File: src/rtl/alu_ctrl_pkg.sv
// Shared opcode constants, FSM encoding and opcode legality check for the ALU arbiter.
package alu_ctrl_pkg;

    localparam int unsigned WIDTH = 7;
    localparam int unsigned OPW   = 4;
    localparam int unsigned CNTW  = 8;

    localparam logic [3:0] OP_ADD = 4'b0000;
    localparam logic [3:0] OP_SUB = 4'b0001;
    localparam logic [3:0] OP_AND = 4'b0010;
    localparam logic [3:0] OP_OR  = 4'b0011;
    localparam logic [3:0] OP_XOR = 4'b0100;
    localparam logic [3:0] OP_SHL = 4'b1000;
    localparam logic [3:0] OP_SHR = 4'b1001;
    localparam logic [3:0] OP_ROL = 4'b1010;
    localparam logic [3:0] OP_ROR = 4'b1011;
    localparam logic [3:0] OP_MUL = 4'b1110;
    localparam logic [3:0] OP_DIV = 4'b1111;

    typedef enum logic [1:0] {
        ST_IDLE    = 2'd0,
        ST_ISSUE   = 2'd1,
        ST_CAPTURE = 2'd2,
        ST_RESP    = 2'd3
    } state_t;

    // True when the opcode is one the ALU implements.
    function automatic logic is_legal_op(input logic [3:0] op);
        logic legal;
        case (op)
            OP_ADD, OP_SUB, OP_AND, OP_OR, OP_XOR,
            OP_SHL, OP_SHR, OP_ROL, OP_ROR, OP_MUL, OP_DIV: legal = 1'b1;
            default:                                          legal = 1'b0;
        endcase
        return legal;
    endfunction

endpackage

File: src/rtl/alu_arbiter_ctrl_if.sv
// Requester, response and ALU-side signals of the ALU arbiter, bundled in one interface.
interface alu_arbiter_ctrl_if #(
    parameter int unsigned WIDTH = 7,
    parameter int unsigned OPW   = 4,
    parameter int unsigned CNTW  = 8
);
    logic [1:0]         req_valid;
    logic [1:0]         req_ready;
    logic [2*WIDTH-1:0] req_a;
    logic [2*WIDTH-1:0] req_b;
    logic [2*OPW-1:0]   req_op;
    logic [WIDTH-1:0]   alu_a;
    logic [WIDTH-1:0]   alu_b;
    logic [OPW-1:0]     alu_opcode;
    logic [WIDTH-1:0]   alu_result;
    logic               alu_carry;
    logic               alu_zero;
    logic               rsp_valid;
    logic               rsp_ready;
    logic               rsp_id;
    logic [WIDTH-1:0]   rsp_result;
    logic               rsp_carry;
    logic               rsp_zero;
    logic               rsp_err;
    logic [2*CNTW-1:0]  done_cnt;

    // Environment side: requesters, response consumer and the ALU itself.
    modport master (
        output req_valid, req_a, req_b, req_op, rsp_ready,
               alu_result, alu_carry, alu_zero,
        input  req_ready, alu_a, alu_b, alu_opcode,
               rsp_valid, rsp_id, rsp_result, rsp_carry, rsp_zero, rsp_err, done_cnt
    );

    // Controller side.
    modport slave (
        input  req_valid, req_a, req_b, req_op, rsp_ready,
               alu_result, alu_carry, alu_zero,
        output req_ready, alu_a, alu_b, alu_opcode,
               rsp_valid, rsp_id, rsp_result, rsp_carry, rsp_zero, rsp_err, done_cnt
    );
endinterface

File: src/rtl/rr_arb2.sv
// Two-way round-robin arbiter: grants the lone requester, or the favoured one on a tie.
module rr_arb2 (
    input  logic       clk,
    input  logic       rst,
    input  logic [1:0] i_req,
    input  logic       i_accept,
    output logic [1:0] o_grant
);
    logic r_prio;   // requester favoured on a tie (the one not served last)

    // Combinational one-hot grant.
    always_comb begin
        o_grant = 2'b00;
        case (i_req)
            2'b01:   o_grant = 2'b01;
            2'b10:   o_grant = 2'b10;
            2'b11:   o_grant = r_prio ? 2'b10 : 2'b01;
            default: o_grant = 2'b00;
        endcase
    end

    // After an accepted grant, favour the other requester.
    always_ff @(posedge clk) begin
        if (rst) begin
            r_prio <= 1'b0;
        end else if (i_accept) begin
            r_prio <= ~o_grant[1];
        end
    end
endmodule

File: src/rtl/alu_arbiter_ctrl.sv
// Shares one external ALU between two requesters; one operation in flight at a time.
module alu_arbiter_ctrl
    import alu_ctrl_pkg::*;
#(
    parameter int unsigned WIDTH = alu_ctrl_pkg::WIDTH,
    parameter int unsigned OPW   = alu_ctrl_pkg::OPW,
    parameter int unsigned CNTW  = alu_ctrl_pkg::CNTW
) (
    input  logic           clk,
    input  logic           rst,
    alu_arbiter_ctrl_if.slave bus
);
    state_t           r_state;
    logic             r_id;
    logic             r_err;
    logic [WIDTH-1:0] r_alu_a;
    logic [WIDTH-1:0] r_alu_b;
    logic [OPW-1:0]   r_alu_op;
    logic             r_rsp_valid;
    logic             r_rsp_id;
    logic [WIDTH-1:0] r_rsp_result;
    logic             r_rsp_carry;
    logic             r_rsp_zero;
    logic             r_rsp_err;
    logic [CNTW-1:0]  r_cnt [2];

    logic [1:0]       w_grant;
    logic             w_hs;
    logic             w_id;
    logic [WIDTH-1:0] w_a;
    logic [WIDTH-1:0] w_b;
    logic [OPW-1:0]   w_op;
    logic             w_err;

    // Arbitration is only offered while idle.
    rr_arb2 u_arb (
        .clk      (clk),
        .rst      (rst),
        .i_req    ((r_state == ST_IDLE) ? bus.req_valid : 2'b00),
        .i_accept (w_hs),
        .o_grant  (w_grant)
    );

    assign w_hs  = |w_grant;
    assign w_id  = w_grant[1];
    assign w_a   = w_id ? bus.req_a[2*WIDTH-1 -: WIDTH] : bus.req_a[WIDTH-1:0];
    assign w_b   = w_id ? bus.req_b[2*WIDTH-1 -: WIDTH] : bus.req_b[WIDTH-1:0];
    assign w_op  = w_id ? bus.req_op[2*OPW-1 -: OPW]    : bus.req_op[OPW-1:0];
    assign w_err = !is_legal_op(4'(w_op)) || ((4'(w_op) == OP_DIV) && (w_b == '0));

    // Control FSM: accept, drive the ALU, capture its outputs, hold the response.
    always_ff @(posedge clk) begin
        if (rst) begin
            r_state      <= ST_IDLE;
            r_id         <= 1'b0;
            r_err        <= 1'b0;
            r_alu_a      <= '0;
            r_alu_b      <= '0;
            r_alu_op     <= '0;
            r_rsp_valid  <= 1'b0;
            r_rsp_id     <= 1'b0;
            r_rsp_result <= '0;
            r_rsp_carry  <= 1'b0;
            r_rsp_zero   <= 1'b0;
            r_rsp_err    <= 1'b0;
            r_cnt[0]     <= '0;
            r_cnt[1]     <= '0;
        end else begin
            case (r_state)
                ST_IDLE: begin
                    if (w_hs) begin
                        r_id  <= w_id;
                        r_err <= w_err;
                        // Rejected ops never reach the ALU, so its inputs keep their last value.
                        if (!w_err) begin
                            r_alu_a  <= w_a;
                            r_alu_b  <= w_b;
                            r_alu_op <= w_op;
                        end
                        r_state <= ST_ISSUE;
                    end
                end
                ST_ISSUE: begin
                    if (r_err) begin
                        r_rsp_valid  <= 1'b1;
                        r_rsp_id     <= r_id;
                        r_rsp_result <= '0;
                        r_rsp_carry  <= 1'b0;
                        r_rsp_zero   <= 1'b0;
                        r_rsp_err    <= 1'b1;
                        r_state      <= ST_RESP;
                    end else begin
                        r_state <= ST_CAPTURE;
                    end
                end
                ST_CAPTURE: begin
                    r_rsp_valid  <= 1'b1;
                    r_rsp_id     <= r_id;
                    r_rsp_result <= bus.alu_result;
                    r_rsp_carry  <= bus.alu_carry;
                    r_rsp_zero   <= bus.alu_zero;
                    r_rsp_err    <= 1'b0;
                    r_state      <= ST_RESP;
                end
                ST_RESP: begin
                    if (bus.rsp_ready) begin
                        r_rsp_valid <= 1'b0;
                        if (r_cnt[r_id] != '1) begin
                            r_cnt[r_id] <= r_cnt[r_id] + CNTW'(1);
                        end
                        r_state <= ST_IDLE;
                    end
                end
                default: r_state <= ST_IDLE;
            endcase
        end
    end

    assign bus.req_ready  = w_grant;
    assign bus.alu_a      = r_alu_a;
    assign bus.alu_b      = r_alu_b;
    assign bus.alu_opcode = r_alu_op;
    assign bus.rsp_valid  = r_rsp_valid;
    assign bus.rsp_id     = r_rsp_id;
    assign bus.rsp_result = r_rsp_result;
    assign bus.rsp_carry  = r_rsp_carry;
    assign bus.rsp_zero   = r_rsp_zero;
    assign bus.rsp_err    = r_rsp_err;
    assign bus.done_cnt   = {r_cnt[1], r_cnt[0]};
endmodule

File: src/flat_wrapper.sv
// flat-port wrapper written by rule: the top's interface ports become plain ports
module alu_arbiter_ctrl_flat import alu_ctrl_pkg::*;
#(
    parameter int unsigned WIDTH = alu_ctrl_pkg::WIDTH,
    parameter int unsigned OPW   = alu_ctrl_pkg::OPW,
    parameter int unsigned CNTW  = alu_ctrl_pkg::CNTW
)
  (clk, rst, bus_req_valid, bus_req_a, bus_req_b, bus_req_op, bus_rsp_ready, bus_alu_result, bus_alu_carry, bus_alu_zero, bus_req_ready, bus_alu_a, bus_alu_b, bus_alu_opcode, bus_rsp_valid, bus_rsp_id, bus_rsp_result, bus_rsp_carry, bus_rsp_zero, bus_rsp_err, bus_done_cnt);
  alu_arbiter_ctrl_if #(.WIDTH(WIDTH), .OPW(OPW), .CNTW(CNTW)) bus_i ();
  input  logic clk;
  input  logic rst;
  input wire logic [$bits(bus_i.req_valid)-1:0] bus_req_valid;
  input wire logic [$bits(bus_i.req_a)-1:0] bus_req_a;
  input wire logic [$bits(bus_i.req_b)-1:0] bus_req_b;
  input wire logic [$bits(bus_i.req_op)-1:0] bus_req_op;
  input wire logic [$bits(bus_i.rsp_ready)-1:0] bus_rsp_ready;
  input wire logic [$bits(bus_i.alu_result)-1:0] bus_alu_result;
  input wire logic [$bits(bus_i.alu_carry)-1:0] bus_alu_carry;
  input wire logic [$bits(bus_i.alu_zero)-1:0] bus_alu_zero;
  output wire logic [$bits(bus_i.req_ready)-1:0] bus_req_ready;
  output wire logic [$bits(bus_i.alu_a)-1:0] bus_alu_a;
  output wire logic [$bits(bus_i.alu_b)-1:0] bus_alu_b;
  output wire logic [$bits(bus_i.alu_opcode)-1:0] bus_alu_opcode;
  output wire logic [$bits(bus_i.rsp_valid)-1:0] bus_rsp_valid;
  output wire logic [$bits(bus_i.rsp_id)-1:0] bus_rsp_id;
  output wire logic [$bits(bus_i.rsp_result)-1:0] bus_rsp_result;
  output wire logic [$bits(bus_i.rsp_carry)-1:0] bus_rsp_carry;
  output wire logic [$bits(bus_i.rsp_zero)-1:0] bus_rsp_zero;
  output wire logic [$bits(bus_i.rsp_err)-1:0] bus_rsp_err;
  output wire logic [$bits(bus_i.done_cnt)-1:0] bus_done_cnt;
  assign bus_i.req_valid = bus_req_valid;
  assign bus_i.req_a = bus_req_a;
  assign bus_i.req_b = bus_req_b;
  assign bus_i.req_op = bus_req_op;
  assign bus_i.rsp_ready = bus_rsp_ready;
  assign bus_i.alu_result = bus_alu_result;
  assign bus_i.alu_carry = bus_alu_carry;
  assign bus_i.alu_zero = bus_alu_zero;
  assign bus_req_ready = bus_i.req_ready;
  assign bus_alu_a = bus_i.alu_a;
  assign bus_alu_b = bus_i.alu_b;
  assign bus_alu_opcode = bus_i.alu_opcode;
  assign bus_rsp_valid = bus_i.rsp_valid;
  assign bus_rsp_id = bus_i.rsp_id;
  assign bus_rsp_result = bus_i.rsp_result;
  assign bus_rsp_carry = bus_i.rsp_carry;
  assign bus_rsp_zero = bus_i.rsp_zero;
  assign bus_rsp_err = bus_i.rsp_err;
  assign bus_done_cnt = bus_i.done_cnt;
  alu_arbiter_ctrl #(.WIDTH(WIDTH), .OPW(OPW), .CNTW(CNTW)) u_core (.clk(clk), .rst(rst), .bus(bus_i));
endmodule
File: config.mk
export PLATFORM = sky130hd
export DESIGN_NAME = alu_arbiter_ctrl_flat
export DESIGN_NICKNAME = d
export VERILOG_FILES = /design/src/rtl/alu_ctrl_pkg.sv /design/src/rtl/alu_arbiter_ctrl_if.sv /design/src/rtl/rr_arb2.sv /design/src/rtl/alu_arbiter_ctrl.sv /design/src/flat_wrapper.sv
export SDC_FILE = /design/constraint.sdc
export NUM_CORES = 1
export LEC_CHECK = 0
export BUFFER_PORTS_ARGS = -buffer_cell sky130_fd_sc_hd__buf_2
export CORE_UTILIZATION = 45
export CTS_CLUSTER_SIZE = 10
export DETAILED_ROUTE_END_ITERATION = 7
export PLACE_DENSITY = 0.71
export SLEW_MARGIN = 25
export SYNTH_ARGS = -nofsm -noshare
export SYNTH_HDL_FRONTEND = slang
export SYNTH_SLANG_ARGS = --single-unit
File: constraint.sdc
create_clock -name clk -period 3.6 [get_ports clk]
set_input_delay 0.18 -clock clk [delete_from_list [all_inputs] [get_ports clk]]
set_output_delay 0.18 -clock clk [all_outputs]
set_load 0.02 [all_outputs]
==> results.yml, run 1 <==
finish:
  post-route-util_pct: 58.02
  fin_nets: 401
  layout.cells.non_filler: 418
  area_growth_pct: 23.33
  drive_gt1_share_pct: 35.84
  n_antenna_cell: 0
  nFillCells: 522
synth:
  syn_avg_cell_area_um2: 10.30
  ys_warn_count: 0
  synth_cell_types: 44
  syn_nets: 309
  synthesis.area_um2: 2606
  synth_edf_count: 16
  netlist_top_cells_count: "dfxtp_1 (36), nor2_1 (35), a21oi_1 (28)"
  async_reset_ff_share_pct: 0
  synthTopCellsByArea: "dfxtp_1 (28%), edfxtp_1 (18%), mux2i_1 (8.8%)"
  synth.ff_latch_count: 52
  synthesis.instances: 253
  synth.most_common_cell: "dfxtp_1"
  synth_area_leader_cell: "dfxtp_1"
  synth-seq-area-share_pct: 46.09
  synthFlopType: "dfxtp_1"
  yosys.area.top_type_share_pct: 27.65
setup_path:
  crit_end: "u_core.r_cnt[0][5]"
  cp.depth: 7
  criticalPathCategory: "register to register"
  cp_max_fo: 20
  cp_data_arrival_time_ps: 2690
  slowest_stage: "dfxtp_1"
  ff2ff_setup_slack_ps: 890
  slowest_delay_ps: 740
  r2r-end: "u_core.r_cnt[0][5]"
  cp_top_family: "simple AND/OR/NAND/NOR gates"
  cp-end-kind: "register"
  startpoint_type: "register"
  timing.critical_path.buf_inv: 1
  cp_cell_sequence: "mux2_2, ha_1, inv_1, a221oi_1, nand2_1, nand4b_1, nand2b_1"
  worstPathRequired_ps: 3570
  reg2reg_depth: 7
grt:
  grt_usage_pct: 20.86
  use_met1_pct: 27.07
  grt_pass1_vias: 2094
  grt_pass1_wl_um: 10010
  grt_max_degree: 39
  grt-busiest-layer: "met2"
  use_met2_pct: 34.12
  grt_use_met3_pct: 5.698
  antenna_found_initial: 0
  grt_remaining_overflow: 0
drt:
  drc: 0
  via_per_inst: 5.333
  wl_per_cell_um: 14.75
  wl_um: 6167
  num_vias: 2229
  firstDrtPassIters: 4
  drt_iter0_drc: 87
  final_antenna_net_count: 0
sta:
  hold_slack_ps: 112.3
  setup_viol: 0
  worstMarginPinSlew_ps: 769.5
  finalCritPeriodShare_pct: 75.40
  relSlewSlack_pct: 48.70
  tns_ps: 0
  final_hold_viol_count: 0
  timing.fmax_mhz: 368.4
  slew_violations: 0
  fin_worst_skew_ps: 6.201
  rsz0062_at_grt: "no"
  min_period_ps: 2714
clocking:
  cts_made_buffers: 5
  cts_tree: "yes"
  cts_buffer_depth: 2
  h-tree-depth: 2
  post_cts_buffers: 0
  clk_latency_ps: 300
  clkTransAtPathRegs_ps: 90
  clockRootBuffer: "clkbuf_8"
  cts_sinks: 52
  postCtsHoldBufs: 0
  post_cts_resized: 0
power_and_ir_drop:
  total_power_mw: 2.070
  leakagePower_nw: 1.383
  ir_drop_mv: 0.3515
  cellPowerDensity_nw_per_um2: 644.1
placement:
  hpwl_um: 4598
  io_buffers: 97
  gp_congestion: 0.8738
  place_inst: 410
die:
  ios: 98
  core_um2: 5540
  die_h_um: 78.10
  num_rows: 27
  die_area_um2: 6100
  die_w_um: 78.10
  start_util_pct: 47.04
outcome:
  status: "complete, no violations"
worst_hold_path:
  hold_path.class: "primary input to register"
  hp-start: "bus_alu_result[2]"
job:
  maxCapViolations: 0
==> report_power, final <==
group          internal (mW)  leakage, nW  switching, mW
combinational          0.339        0.866          0.529
clock                  0.206       0.0552          0.183
sequential             0.723        0.461         0.0896
total                   1.27         1.38          0.802
==> cells by family after synthesis <==
| logic type | synth area share (%) |
|---|---|
| DFF | 46.09 |
| xor gates and xnor gates | 2.017 |
| muxes | 10.13 |
| and+or+nand+nor | 15.55 |
| AOI/OAI and AO/OA | 19.16 |
| buffers and inverters | 4.176 |
| adders and majority gates | 2.880 |
==> final cells by class <==
cell class	instances	area, um^2	share of cell area [%]
multi-input cells	182	1296	40.33
flip-flops and latches	52	1201	37.37
repair buffers	99	500.5	15.57
well taps	72	90.09	2.803
clock buffers	6	72.57	2.258
clock inverters	2	35.03	1.090
inverters	5	18.77	0.5839
==> metal layers <==
| metal | wire length, um | vias up |
|---|---|---|
| li1 | - | 1113 |
| met1 | 2726 | 1029 |
| met2 | 2934 | 82 |
| met3 | 444 | 5 |
| met4 | 62 | 0 |
| met5 | 0 | - |
==> layout by cell type (no fill, tap or decap), types with 6 or more instances in the layout <==
cell / synthesis / routed
buf_2: 5 / 97
dfxtp_1: 36 / 36
nor2_1: 35 / 35
a21oi_1: 28 / 28
mux2i_1: 23 / 23
edfxtp_1: 16 / 16
a22oi_1: 10 / 10
a211oi_1: 8 / 8
nand2_1: 7 / 7
a211oi_2: 7 / 7
ha_1: 6 / 6
==> registers in the layout (all words and copies together), names as in the netlist, 2 cells and up, named ones only <==
| register | flops |
|---|---|
| u_core.bus.alu_a | 7 |
| u_core.r_cnt | 16 |
| u_core.bus.alu_b | 7 |
| u_core.bus.rsp_result | 7 |
| u_core.r_state | 2 |
| u_core.bus.alu_opcode | 4 |
==> stage by stage <==
step,area (um^2),worst slack (ps)
global route,3214,622.8
CTS,3214,908.4
global placement,3107,1014
finish,3214,885.7
detailed placement,3107,920.8
floorplan,2606,1267
==> worst min-delay path by stage <==
stage / end / slack (ps) / depth (start not counted)
floorplan: u_core.bus.rsp_carry / 330 / 2
global placement: u_core.bus.rsp_result[0] / 420 / 3
detailed placement: u_core.bus.rsp_carry / 430 / 3
CTS: u_core.bus.rsp_result[2] / 110 / 3
global route: u_core.bus.rsp_result[4] / 110 / 3
finish: u_core.bus.rsp_result[2] / 110 / 3
==> tightest hold or removal path: stages <==
cell and delay, ps:
buf_2 70, a22oi_1 50, nor2_1 70
No activity file was read; power rests on OpenSTA's default activity.
==> run 2: changes to the inputs <==
--- a/config.mk
+++ b/config.mk
@@ -6,10 +6,10 @@
 export NUM_CORES = 1
 export LEC_CHECK = 0
 export BUFFER_PORTS_ARGS = -buffer_cell sky130_fd_sc_hd__buf_2
-export CORE_UTILIZATION = 45
+export CORE_UTILIZATION = 44
 export CTS_CLUSTER_SIZE = 10
 export DETAILED_ROUTE_END_ITERATION = 7
-export PLACE_DENSITY = 0.71
+export PLACE_DENSITY = 0.73
 export SLEW_MARGIN = 25
 export SYNTH_ARGS = -nofsm -noshare
 export SYNTH_HDL_FRONTEND = slang
==> constraint.sdc (replaced) <==
create_clock -name clk -period 2.3 [get_ports clk]
set_input_delay 0.115 -clock clk [delete_from_list [all_inputs] [get_ports clk]]
set_output_delay 0.115 -clock clk [all_outputs]
set_load 0.02 [all_outputs]
==> run 2 against run 1 <==
  * Via count is 3.0% higher
  * Critical path type unchanged
  * Critical endpoint is now u_core.r_cnt[1][0]
  * Die area up 2.2%
  * Sequential cell count unchanged
==> results.yml, run 2 (synthesized netlist as in run 1, its figures left out) <==
sta:
  timing.fmax_mhz: 454.3
  fin_worst_skew_ps: 14.49
  min_period_ps: 2201
  final_hold_viol_count: 0
  tns_ps: 0
  finalCritPeriodShare_pct: 95.70
  rsz0062_at_grt: "no"
  worstMarginPinSlew_ps: 787.0
  slew_violations: 0
  relSlewSlack_pct: 47.18
  setup_viol: 0
placement:
  place_inst: 415
  gp_congestion: 0.8510
  io_buffers: 97
  hpwl_um: 4760
setup_path:
  startpoint_type: "register"
  cp_max_fo: 9
  cp-end-kind: "register"
  criticalPathCategory: "register to register"
  worstPathRequired_ps: 2300
  cp_data_arrival_time_ps: 2200
worst_hold_path:
  hold_path.class: "primary input to register"
clocking:
  clkTransAtPathRegs_ps: 100
  cts_buffer_depth: 2
  h-tree-depth: 2
  cts_tree: "yes"
  cts_made_buffers: 5
  clockRootBuffer: "clkbuf_8"
  cts_sinks: 52
  clk_latency_ps: 300
drt:
  drc: 0
  drt_iter0_drc: 155
  wl_per_cell_um: 14.69
  firstDrtPassIters: 4
  final_antenna_net_count: 0
  wl_um: 6243
  via_per_inst: 5.400
  num_vias: 2295
finish:
  final_cell_mix: "buf_2 (97), dfxtp_1 (36), nor2_1 (35)"
  area_growth_pct: 24.87
  seq_area_um2: 1201
  drive_gt1_share_pct: 37.68
  final_common_cell: "buf_2"
  n_antenna_cell: 0
  top_register: "u_core.r_cnt"
  nFillCells: 519
  largest_register_ffs: 16
  multiInputGateArea_um2: 1306
  layout.cells.non_filler: 425
  fin_nets: 408
die:
  ios: 98
  die_area_um2: 6235
  die_w_um: 78.96
  start_util_pct: 46.47
  die_h_um: 78.96
  core_um2: 5608
  num_rows: 27
power_and_ir_drop:
  p_clk_share_pct: 16.0
  power.switching_mw: 1.256
  ir_drop_mv: 0.5488
  seqPwrFrac_pct: 39.8
  leakagePower_nw: 1.408
  switching_share_pct: 39.82
  p_int_mw: 1.899
  comb_power_share_pct: 44.2
  cellPowerDensity_nw_per_um2: 969.4
grt:
  grt_usage_pct: 20.95
  grt_remaining_overflow: 0
  grt_pass1_vias: 2149
  grt_max_degree: 38
  antenna_found_initial: 0
  grt_pass1_wl_um: 10120
outcome:
  status: "complete, no violations"
job:
  maxCapViolations: 0
-- run 2: final timing paths --
check / startpoint / endpoint / slack (ps) / cells past startpoint
worst max-delay path: register / u_core.r_cnt[1][0] / 100 / 7
worst min-delay path: bus_alu_result[6] / u_core.bus.rsp_result[6] / 40 / 3
worst max register to register: register / u_core.r_cnt[1][0] / 100 / 7
worst min register to register: u_core.bus.alu_opcode[2] / u_core.bus.alu_opcode[2] / 480 / 1
-- run 2: routing by layer --
metal	GRT usage [%]	share of wire (%)	wire (um)	vias to the layer above
li1	-	-	-	1124
met1	25.71	44	2720	1078
met2	35.09	48	3021	78
met3	4.713	5.8	362	15
met4	9.091	2.2	139	0
met5	0	0	0	-
-- run 2: layout make-up --
class | instances | share of cell area, %
Clock buffer | 6 | 2.230
Clock inverter | 2 | 0.3845
Inverter | 5 | 0.5767
Multi-Input combinational cell | 182 | 40.14
Sequential cell | 52 | 36.91
Tap cell | 72 | 2.768
Timing Repair Buffer | 106 | 16.99
-- run 2: metrics by stage --
stage	worst slack, ps	hold WS, ps	total power, mW	instance area [um^2]	utilization [%]
final	98.99	37.14	3.155	3254	58.03
after detailed placement	79.15	358.2	2.663	3149	56.16
after CTS	63.03	29.18	3.172	3234	57.68
after global routing	5.565	58.57	3.379	3254	58.03
after floorplan	41.82	263.3	2.319	2611	-
after global placement	174.3	351.8	2.635	3149	56.16
-- run 2: critical path, stage by stage (launching register included) --
cell and delay [ps]:
dfxtp_1 400, mux2_2 390, ha_1 200, inv_1 100, a221oi_1 90, nand2_1 120
nand4_1 300, nand2b_2 300
-- run 2: power by group through the flow --
stage	clock network, mW	registers, mW	logic (mW)
after floorplan	0	1.43	0.884
after global placement	0	1.26	1.37
after detailed placement	0	1.27	1.39
after CTS	0.522	1.25	1.40
after global routing	0.554	1.28	1.54
final	0.506	1.25	1.39
-- run 2: what timing repair did --
action,CTS,global route
gates resized for setup,0,1
buffers inserted,0,2
hold buffers,0,0
setup endpoints to repair,0,8
